### src/rtl/divu_hilo_ctl_if.sv
`default_nettype none
//------------------------------------------------------------------------------
// Module   : divu_hilo_ctl_if
// Purpose  : EX-stage request/result bundle between the pipeline and the
//            unsigned-divide HI/LO sequencer.
// Revision : 1.0 - initial release
//------------------------------------------------------------------------------
interface divu_hilo_ctl_if #(
   parameter int WIDTH = 32
);
   logic             div_start;
   logic [WIDTH-1:0] dividend;
   logic [WIDTH-1:0] divisor;
   logic             hilo_rd;
   logic             busy;
   logic             stall;
   logic             done;
   logic [WIDTH-1:0] hi;
   logic [WIDTH-1:0] lo;

   modport master (
      output div_start, dividend, divisor, hilo_rd,
      input  busy, stall, done, hi, lo
   );

   modport slave (
      input  div_start, dividend, divisor, hilo_rd,
      output busy, stall, done, hi, lo
   );
endinterface
`default_nettype wire

### src/rtl/divu_hilo_ctl.sv
`default_nettype none
//------------------------------------------------------------------------------
// Module   : divu_hilo_ctl
// Purpose  : Restoring shift-subtract DIVU sequencer, one quotient bit per
//            cycle, writing LO=quotient / HI=remainder and raising the stall.
// Revision : 1.0 - initial release
//------------------------------------------------------------------------------
module divu_hilo_ctl #(
   parameter int WIDTH = 32,
   parameter int CNT_W = 6
) (
   input  wire               clk,
   input  wire               rst_n,
   divu_hilo_ctl_if.slave    bus
);

   typedef enum logic [1:0] {
      S_IDLE = 2'd0,
      S_RUN  = 2'd1,
      S_DONE = 2'd2
   } state_t;

   localparam logic [CNT_W-1:0] c_last_iter = CNT_W'(WIDTH - 1);

   state_t           r_state;
   logic [CNT_W-1:0] r_count;
   logic [WIDTH-1:0] r_dreg;
   logic [WIDTH-1:0] r_quot;
   logic [WIDTH-1:0] r_rem;
   logic [WIDTH-1:0] r_hi;
   logic [WIDTH-1:0] r_lo;

   logic [WIDTH:0]   w_trial;
   logic             w_ge;
   logic [WIDTH-1:0] w_diff;
   logic [WIDTH-1:0] w_rem_next;
   logic [WIDTH-1:0] w_quot_next;
   logic             w_busy;

   // A restored remainder is always below the divisor, so WIDTH bits hold it;
   // only the trial value needs the extra shifted-in bit.
   always_comb begin
      w_trial     = {r_rem, r_quot[WIDTH-1]};
      w_ge        = (w_trial >= {1'b0, r_dreg});
      w_diff      = w_trial[WIDTH-1:0] - r_dreg;
      w_rem_next  = w_ge ? w_diff : w_trial[WIDTH-1:0];
      w_quot_next = {r_quot[WIDTH-2:0], w_ge};
   end

   always_ff @(posedge clk or negedge rst_n) begin
      if (!rst_n) begin
         r_state <= S_IDLE;
         r_count <= '0;
         r_dreg  <= '0;
         r_quot  <= '0;
         r_rem   <= '0;
         r_hi    <= '0;
         r_lo    <= '0;
      end else begin
         case (r_state)
            S_IDLE, S_DONE: begin
               // DONE accepts a waiting DIVU directly, giving back-to-back divides.
               if (bus.div_start) begin
                  r_dreg  <= bus.divisor;
                  r_quot  <= bus.dividend;
                  r_rem   <= '0;
                  r_count <= '0;
                  r_state <= S_RUN;
               end else begin
                  r_state <= S_IDLE;
               end
            end
            S_RUN: begin
               r_quot  <= w_quot_next;
               r_rem   <= w_rem_next;
               r_count <= r_count + CNT_W'(1);
               if (r_count == c_last_iter) begin
                  r_lo    <= w_quot_next;
                  r_hi    <= w_rem_next;
                  r_state <= S_DONE;
               end
            end
            default: r_state <= S_IDLE;
         endcase
      end
   end

   assign w_busy    = (r_state == S_RUN);
   assign bus.busy  = w_busy;
   assign bus.done  = (r_state == S_DONE);
   assign bus.stall = w_busy & (bus.hilo_rd | bus.div_start);
   assign bus.hi    = r_hi;
   assign bus.lo    = r_lo;

endmodule
`default_nettype wire

### src/flat_wrapper.sv
// flat-port wrapper written by rule: the top's interface ports become plain ports
module divu_hilo_ctl_flat 
#(
   parameter int WIDTH = 32,
   parameter int CNT_W = 6
)
  (clk, rst_n, bus_div_start, bus_dividend, bus_divisor, bus_hilo_rd, bus_busy, bus_stall, bus_done, bus_hi, bus_lo);
  divu_hilo_ctl_if #(.WIDTH(WIDTH)) bus_i ();
  input  wire clk;
  input  wire rst_n;
  input wire logic [$bits(bus_i.div_start)-1:0] bus_div_start;
  input wire logic [$bits(bus_i.dividend)-1:0] bus_dividend;
  input wire logic [$bits(bus_i.divisor)-1:0] bus_divisor;
  input wire logic [$bits(bus_i.hilo_rd)-1:0] bus_hilo_rd;
  output wire logic [$bits(bus_i.busy)-1:0] bus_busy;
  output wire logic [$bits(bus_i.stall)-1:0] bus_stall;
  output wire logic [$bits(bus_i.done)-1:0] bus_done;
  output wire logic [$bits(bus_i.hi)-1:0] bus_hi;
  output wire logic [$bits(bus_i.lo)-1:0] bus_lo;
  assign bus_i.div_start = bus_div_start;
  assign bus_i.dividend = bus_dividend;
  assign bus_i.divisor = bus_divisor;
  assign bus_i.hilo_rd = bus_hilo_rd;
  assign bus_busy = bus_i.busy;
  assign bus_stall = bus_i.stall;
  assign bus_done = bus_i.done;
  assign bus_hi = bus_i.hi;
  assign bus_lo = bus_i.lo;
  divu_hilo_ctl #(.WIDTH(WIDTH), .CNT_W(CNT_W)) u_core (.clk(clk), .rst_n(rst_n), .bus(bus_i));
endmodule
### config.mk
export PLATFORM = sky130hd
export DESIGN_NAME = divu_hilo_ctl_flat
export DESIGN_NICKNAME = d
export VERILOG_FILES = /design/src/rtl/divu_hilo_ctl_if.sv /design/src/rtl/divu_hilo_ctl.sv /design/src/flat_wrapper.sv
export SDC_FILE = /design/constraint.sdc
export NUM_CORES = 1
export LEC_CHECK = 0
export ABC_AREA = 1
export BUFFER_PORTS_ARGS = -buffer_cell sky130_fd_sc_hd__buf_2
export CAP_MARGIN = 10
export CORE_ASPECT_RATIO = 0.7
export CORE_MARGIN = 10
export CORE_UTILIZATION = 30
export CTS_CLUSTER_DIAMETER = 200
export DETAILED_ROUTE_END_ITERATION = 8
export HOLD_SLACK_MARGIN = 0.03
export PLACE_DENSITY = 0.46
export RECOVER_POWER = 100
export SLEW_MARGIN = 20
export SYNTH_ARGS = -nofsm -noshare
export SYNTH_HDL_FRONTEND = slang
export SYNTH_SLANG_ARGS = --single-unit
### constraint.sdc
create_clock -name clk -period 5 [get_ports clk]
set_input_delay 0.75 -clock clk [delete_from_list [all_inputs] [get_ports clk]]
set_output_delay 0.75 -clock clk [all_outputs]
set_load 0.02 [all_outputs]
# --- Yosys cells after proc, flatten, opt, wreduce, memory -nomap -nowiden ---
# Cells that the tools add are included.
classes:
  n_reduce_logical: 6
  muxes: 10
  add_sub_neg: 2
  n_lt_le_gt_ge: 1
  n_eq_ne: 5
  bitwise_logic: 2
op_table:
  columns: ["op", "n"]
  rows:
  - ["one-hot mux 32 bit (2 select lines)", 2]
  - ["two-way mux 32 bit", 3]
  - ["greater-or-equal comparator 33 x 32 -> 1 bit", 1]
  - ["subtractor 32 bit", 1]
  - ["one-hot mux 6 bit (2 select lines)", 1]
  - ["adder 6 x 1 -> 6 bit, second input constant", 1]
  - ["equality test 6 x 5 -> 1 bit, second input constant", 1]
  - ["two-way mux 6 bit", 1]
  - ["AND reduction 2 bit", 3]
  - ["inequality test 2 bit, second input constant", 2]
  - ["one-hot mux 2 bit (2 select lines)", 1]
  - ["equality test 2 x 1 -> 1 bit, second input constant", 1]
  - ["equality test 2 bit, second input constant", 1]
  - ["zero test 2 bit", 1]
  - ["two-way mux 2 bit", 1]
  - ["nonzero test 2 bit", 1]
  - ["OR reduction 2 bit", 1]
  - ["bitwise AND 1 bit", 1]
  - ["two-way mux 1 bit", 1]
  - ["bitwise OR 1 bit", 1]
word_totals:
  register_bits: 168
  inputBits: 68
  elab_cells: 33
  output_inout_bits: 67

# --- Depth between registers and ports, before layout ---
logic_depth:
  word_depth: 4
  depth_mapped: 18
  mapped_depth_nobuf: 16

# --- Worst setup path after synthesis ---
# Ideal clock, no wire load.
synth_path:
  kind: "input to output"
  startpoint: "in bus_div_start"
  endpoint: "out bus_stall"
  setup_slack_ns: 2.642
  n_path_buf: 2
  t_required_ns: 4.250
  path_stages: 4
  arrival_time_ns: 1.608
  cell_sequence: "clkbuf_1 -> clkbuf_1 -> nor2_1 -> nor2_1"
synth_between:
  elab_chain_cells: 2
synth_lines:
  columns: ["element", "line_no", "source"]
  rows:
  - ["start: declaration", "flat_wrapper.sv:11", "input wire logic [$bits(bus_i.div_start)-1:0] bus_div_start;"]
  - ["bitwise OR 1 bit", "divu_hilo_ctl.sv:91", "assign bus.stall = w_busy & (bus.hilo_rd | bus.div_start);"]
  - ["bitwise AND 1 bit", "divu_hilo_ctl.sv:91", null]
  - ["end: declaration", "flat_wrapper.sv:16", "output wire logic [$bits(bus_i.stall)-1:0] bus_stall;"]
# No other way between the ends.

# --- Final worst setup path ---
layout_path:
  startpoint: "reg u_core.r_state[0]"
  endpoint: "out bus_busy"
layout_between:
  elab_chain_cells: 1
layout_lines:
  columns: ["element", "line_no", "source"]
  rows:
  - ["start: declaration", "divu_hilo_ctl.sv:25", "state_t r_state;"]
  - ["start signal: assignment", "divu_hilo_ctl.sv:52", "r_state <= S_IDLE;"]
  - ["start signal: assignment", "divu_hilo_ctl.sv:68", "r_state <= S_RUN;"]
  - ["start signal: assignment", "divu_hilo_ctl.sv:70", "r_state <= S_IDLE;"]
  - ["equality test 2 x 1 -> 1 bit", "divu_hilo_ctl.sv:88", "assign w_busy = (r_state == S_RUN);"]
  - ["end: declaration", "flat_wrapper.sv:15", "output wire logic [$bits(bus_i.busy)-1:0] bus_busy;"]
# No other way between the ends.

==> metrics.md <==
| Metric | Value |
|---|---|
| Status | `finished, violations left` |
| Violated checks | `max-capacitance violations, max-slew violations` |
| Post-synthesis sequential area ratio | `44.0%` |
| Ys Warns | `0` |
| Largest net degree at the start of global routing | `120` |
| Post-route design area | `11000 µm²` |
| Met1 usage | `23.4%` |
| Xor and xnor area share after synthesis | `1.28%` |
| Crit end category | `output pin` |
| # port buffers | `134` |
| Setup Skew | `0.00899 ns` |
| Critical Path Start Type | `flip-flop` |
| Final worst slack | `1.04 ns` |
| Clk_lat worst skew | `0.45 ns` |
| Rows | `54` |
| Register clock-pin slew on the reported worst setup and hold paths | `0.06 ns` |
| Nets@finish | `1531` |
| Post-CTS Hold Fix Bufs | `0` |
| Count leader, synth | `nand2_1` |
| Worst slew pin tran | `2.83 ns` |
| Global Route Usage Sum | `15.4%` |
| Die ar. | `39500 µm²` |
| N_diodes | `0` |
| Total vias in the final route | `8447` |
| LEAKAGE | `6.05 nW` |
| Setup WS pre-CTS | `2.01 ns` |
| Synth Area in Compound Gates | `7.93%` |
| Slew Limit Fails | `186` |
| Post-synth top flop | `dfrtp_1` |
| Largest family of logic cells by synthesized area | `simple AND/OR/NAND/NOR gates` |
| CTS tree | `built` |
| DR pass1 iterations | `7` |
| Top-Level Pins | `135` |
| Total Wirelength | `29800 µm` |
| Root Driver | `clkbuf_16` |
| P&R area growth vs syn | `15.2%` |
| Setup Total Neg Slack | `0 ns` |
| Core area | `31300 µm²` |
| Vias per cell | `4.54` |
| Min Tclk post-route | `3.96 ns` |
| Post-synth top cells | `nand2_1, inv_1, dfrtp_1` |
| Grt met3 use | `3.32%` |
| Htree depth | `4` |
| Worst-case clock buffer depth | `2` |
| Initial Utilization | `30.5%` |
| DR WL/cell | `16.0 µm` |
| Fin. Hold Viols | `0` |
| Multi-input logic area | `4360 µm²` |
| Share of cells above drive strength 1 | `8.46%` |
| Relative max-transition margin | `-88.9%` |
| Adder-Cell Fraction of Synth Area | `4.53%` |
| Area leader, netlist | `dfrtp_1` |
| Gpl congestion | `0.864` |
| DIE WIDTH | `233 µm` |
| DR iter-0 viols | `529` |
| R2R Setup Slk | `1.15 ns` |
| Setup violations, final | `0` |
| Min-Delay Path Class | `reg -> reg` |
| GRT overflow | `0` |
| Hold WS | `0.476 ns` |
| Pwr/cell area | `460 nW/µm²` |
| Top Usage Layer GRT | `met1` |
| Mux share of post-synthesis cell area | `0.118%` |
| Syn_nets | `1421` |
| Post-DP Area | `10600 µm²` |
| Die H | `169 µm` |
| Fmax | `0.252 GHz` |
| Register area | `4200 µm²` |
| Library cells used by synthesis | `39` |
| Residual DRC | `0` |
| Number of fill cells | `3475` |
| Post_cts resized | `0` |
| Critical Path Fanout Max | `34` |
| Final Core Density | `35.2%` |
| Post-route ant nets | `0` |
| Synth top area share | `44.0%` |
| Clock sinks | `168` |
| Initial antenna violation count | `0` |
| Tcrit/Tclk final | `79.3%` |
| Synth Register Bits | `168` |
| Mapped Area | `9550 µm²` |
| Critical path arrival | `3.21 ns` |
| Synth area leaders | `dfrtp_1, nand2_1, inv_1` |
| First-pass GRT wire length | `48000 µm` |
| Max VDD drop | `0.000174 V` |
| Fraction of registers with async set/reset | `100%` |
| Number of synthesized flops with an enable pin | `0` |
| Vias in the first global route | `8461` |
| Met2 Use GR | `21.7%` |
| Post-CTS Repair Setup Buffers | `0` |
| Cts bufs inserted | `17` |
| Syn Inst Count | `1319` |
| Setup CP Type | `reg -> out` |
| Post-Synth Simple-Gate Area | `31.8%` |
| Mean Syn Cell Area | `7.24 µm²` |
| RSZ-0062 raised after global routing | `false` |
| Max cap viols | `3` |
| Post-DP HPWL | `21800 µm` |
| Required @ worst endpoint | `4.25 ns` |
state kept, by name (all words and copies together) (netlist names):
register        cells
u_core.r_state      2
u_core.r_quot      32
u_core.r_rem       32
u_core.bus.hi      32
u_core.r_count      6
u_core.bus.lo      32
u_core.r_dreg      32
where the power goes:
group	switching (mW)	internal (mW)	total [mW]
logic	1.38	0.661	2.05
clock network	0.570	0.644	1.21
registers	0.125	1.68	1.80
worst paths after layout:
path                                        start           endpoint  cells after the start
worst max-delay path            u_core.r_state[0]           bus_busy                      4
worst min-delay path            u_core.bus.hi[11]  u_core.bus.hi[11]                      2
worst max register to register  u_core.r_state[0]  u_core.r_quot[24]                      6
worst min register to register  u_core.bus.hi[11]  u_core.bus.hi[11]                      2
max in group asynchronous                   rst_n   u_core.r_rem[12]                      2
min in group asynchronous                   rst_n  u_core.r_quot[26]                      1
layer usage:
metal  vias to the layer above  wire (µm)
met3                        15       1110
met5                         -          0
met1                      3981      16300
met4                         0        200
li1                       4343          -
met2                       108      12100
through the flow:
stage	power [mW]	cells
after floorplan	3.29	1319
after global placement	3.89	1830
after detailed placement	3.90	1830
after CTS	5.15	1862
after global routing	5.49	1862
final	5.06	1862
placed cells by master (no fill, tap or decap), types with 3 or more instances in the layout:
cell	synthesis	routed
o21ai_0	36	39
nor2_1	81	80
a21oi_1	48	48
xor2_1	10	10
clkinvlp_4	0	4
ha_1	33	33
nand3_1	118	122
clkbuf_16	0	17
buf_2	14	68
nand3b_1	11	11
nor3_1	6	6
nand2_1	485	484
nand3_2	7	3
dfrtp_1	168	168
nand2_2	4	4
clkinv_2	0	6
xnor2_1	4	4
clkbuf_1	28	71
inv_1	197	197
nand4_1	4	4
o221ai_1	31	31
kinds of logic after synthesis:
kind of cell,Yosys count
and+or+nand+nor,726
buffers and inverters,251
DFF,168
AOI/OAI and AO/OA,125
adders and majority gates,34
xor gates and xnor gates,14
muxes,1
critical path: stages, from the launching register on:
cell      delay (ns)
dfrtp_1         0.34
inv_1           0.50
nor2_4          0.85
clkbuf_1        0.75
buf_2           0.31
cell type report:
type / instances / area share [%]
Sequential cell: 168 / 38.2
Tap cell: 420 / 4.77
Clock buffer: 20 / 4.06
Clock inverter: 12 / 0.705
Multi-Input combinational cell: 900 / 39.6
Inverter: 200 / 6.82
Timing Repair Buffer: 142 / 5.85
Power figures use the tool's default switching activity.
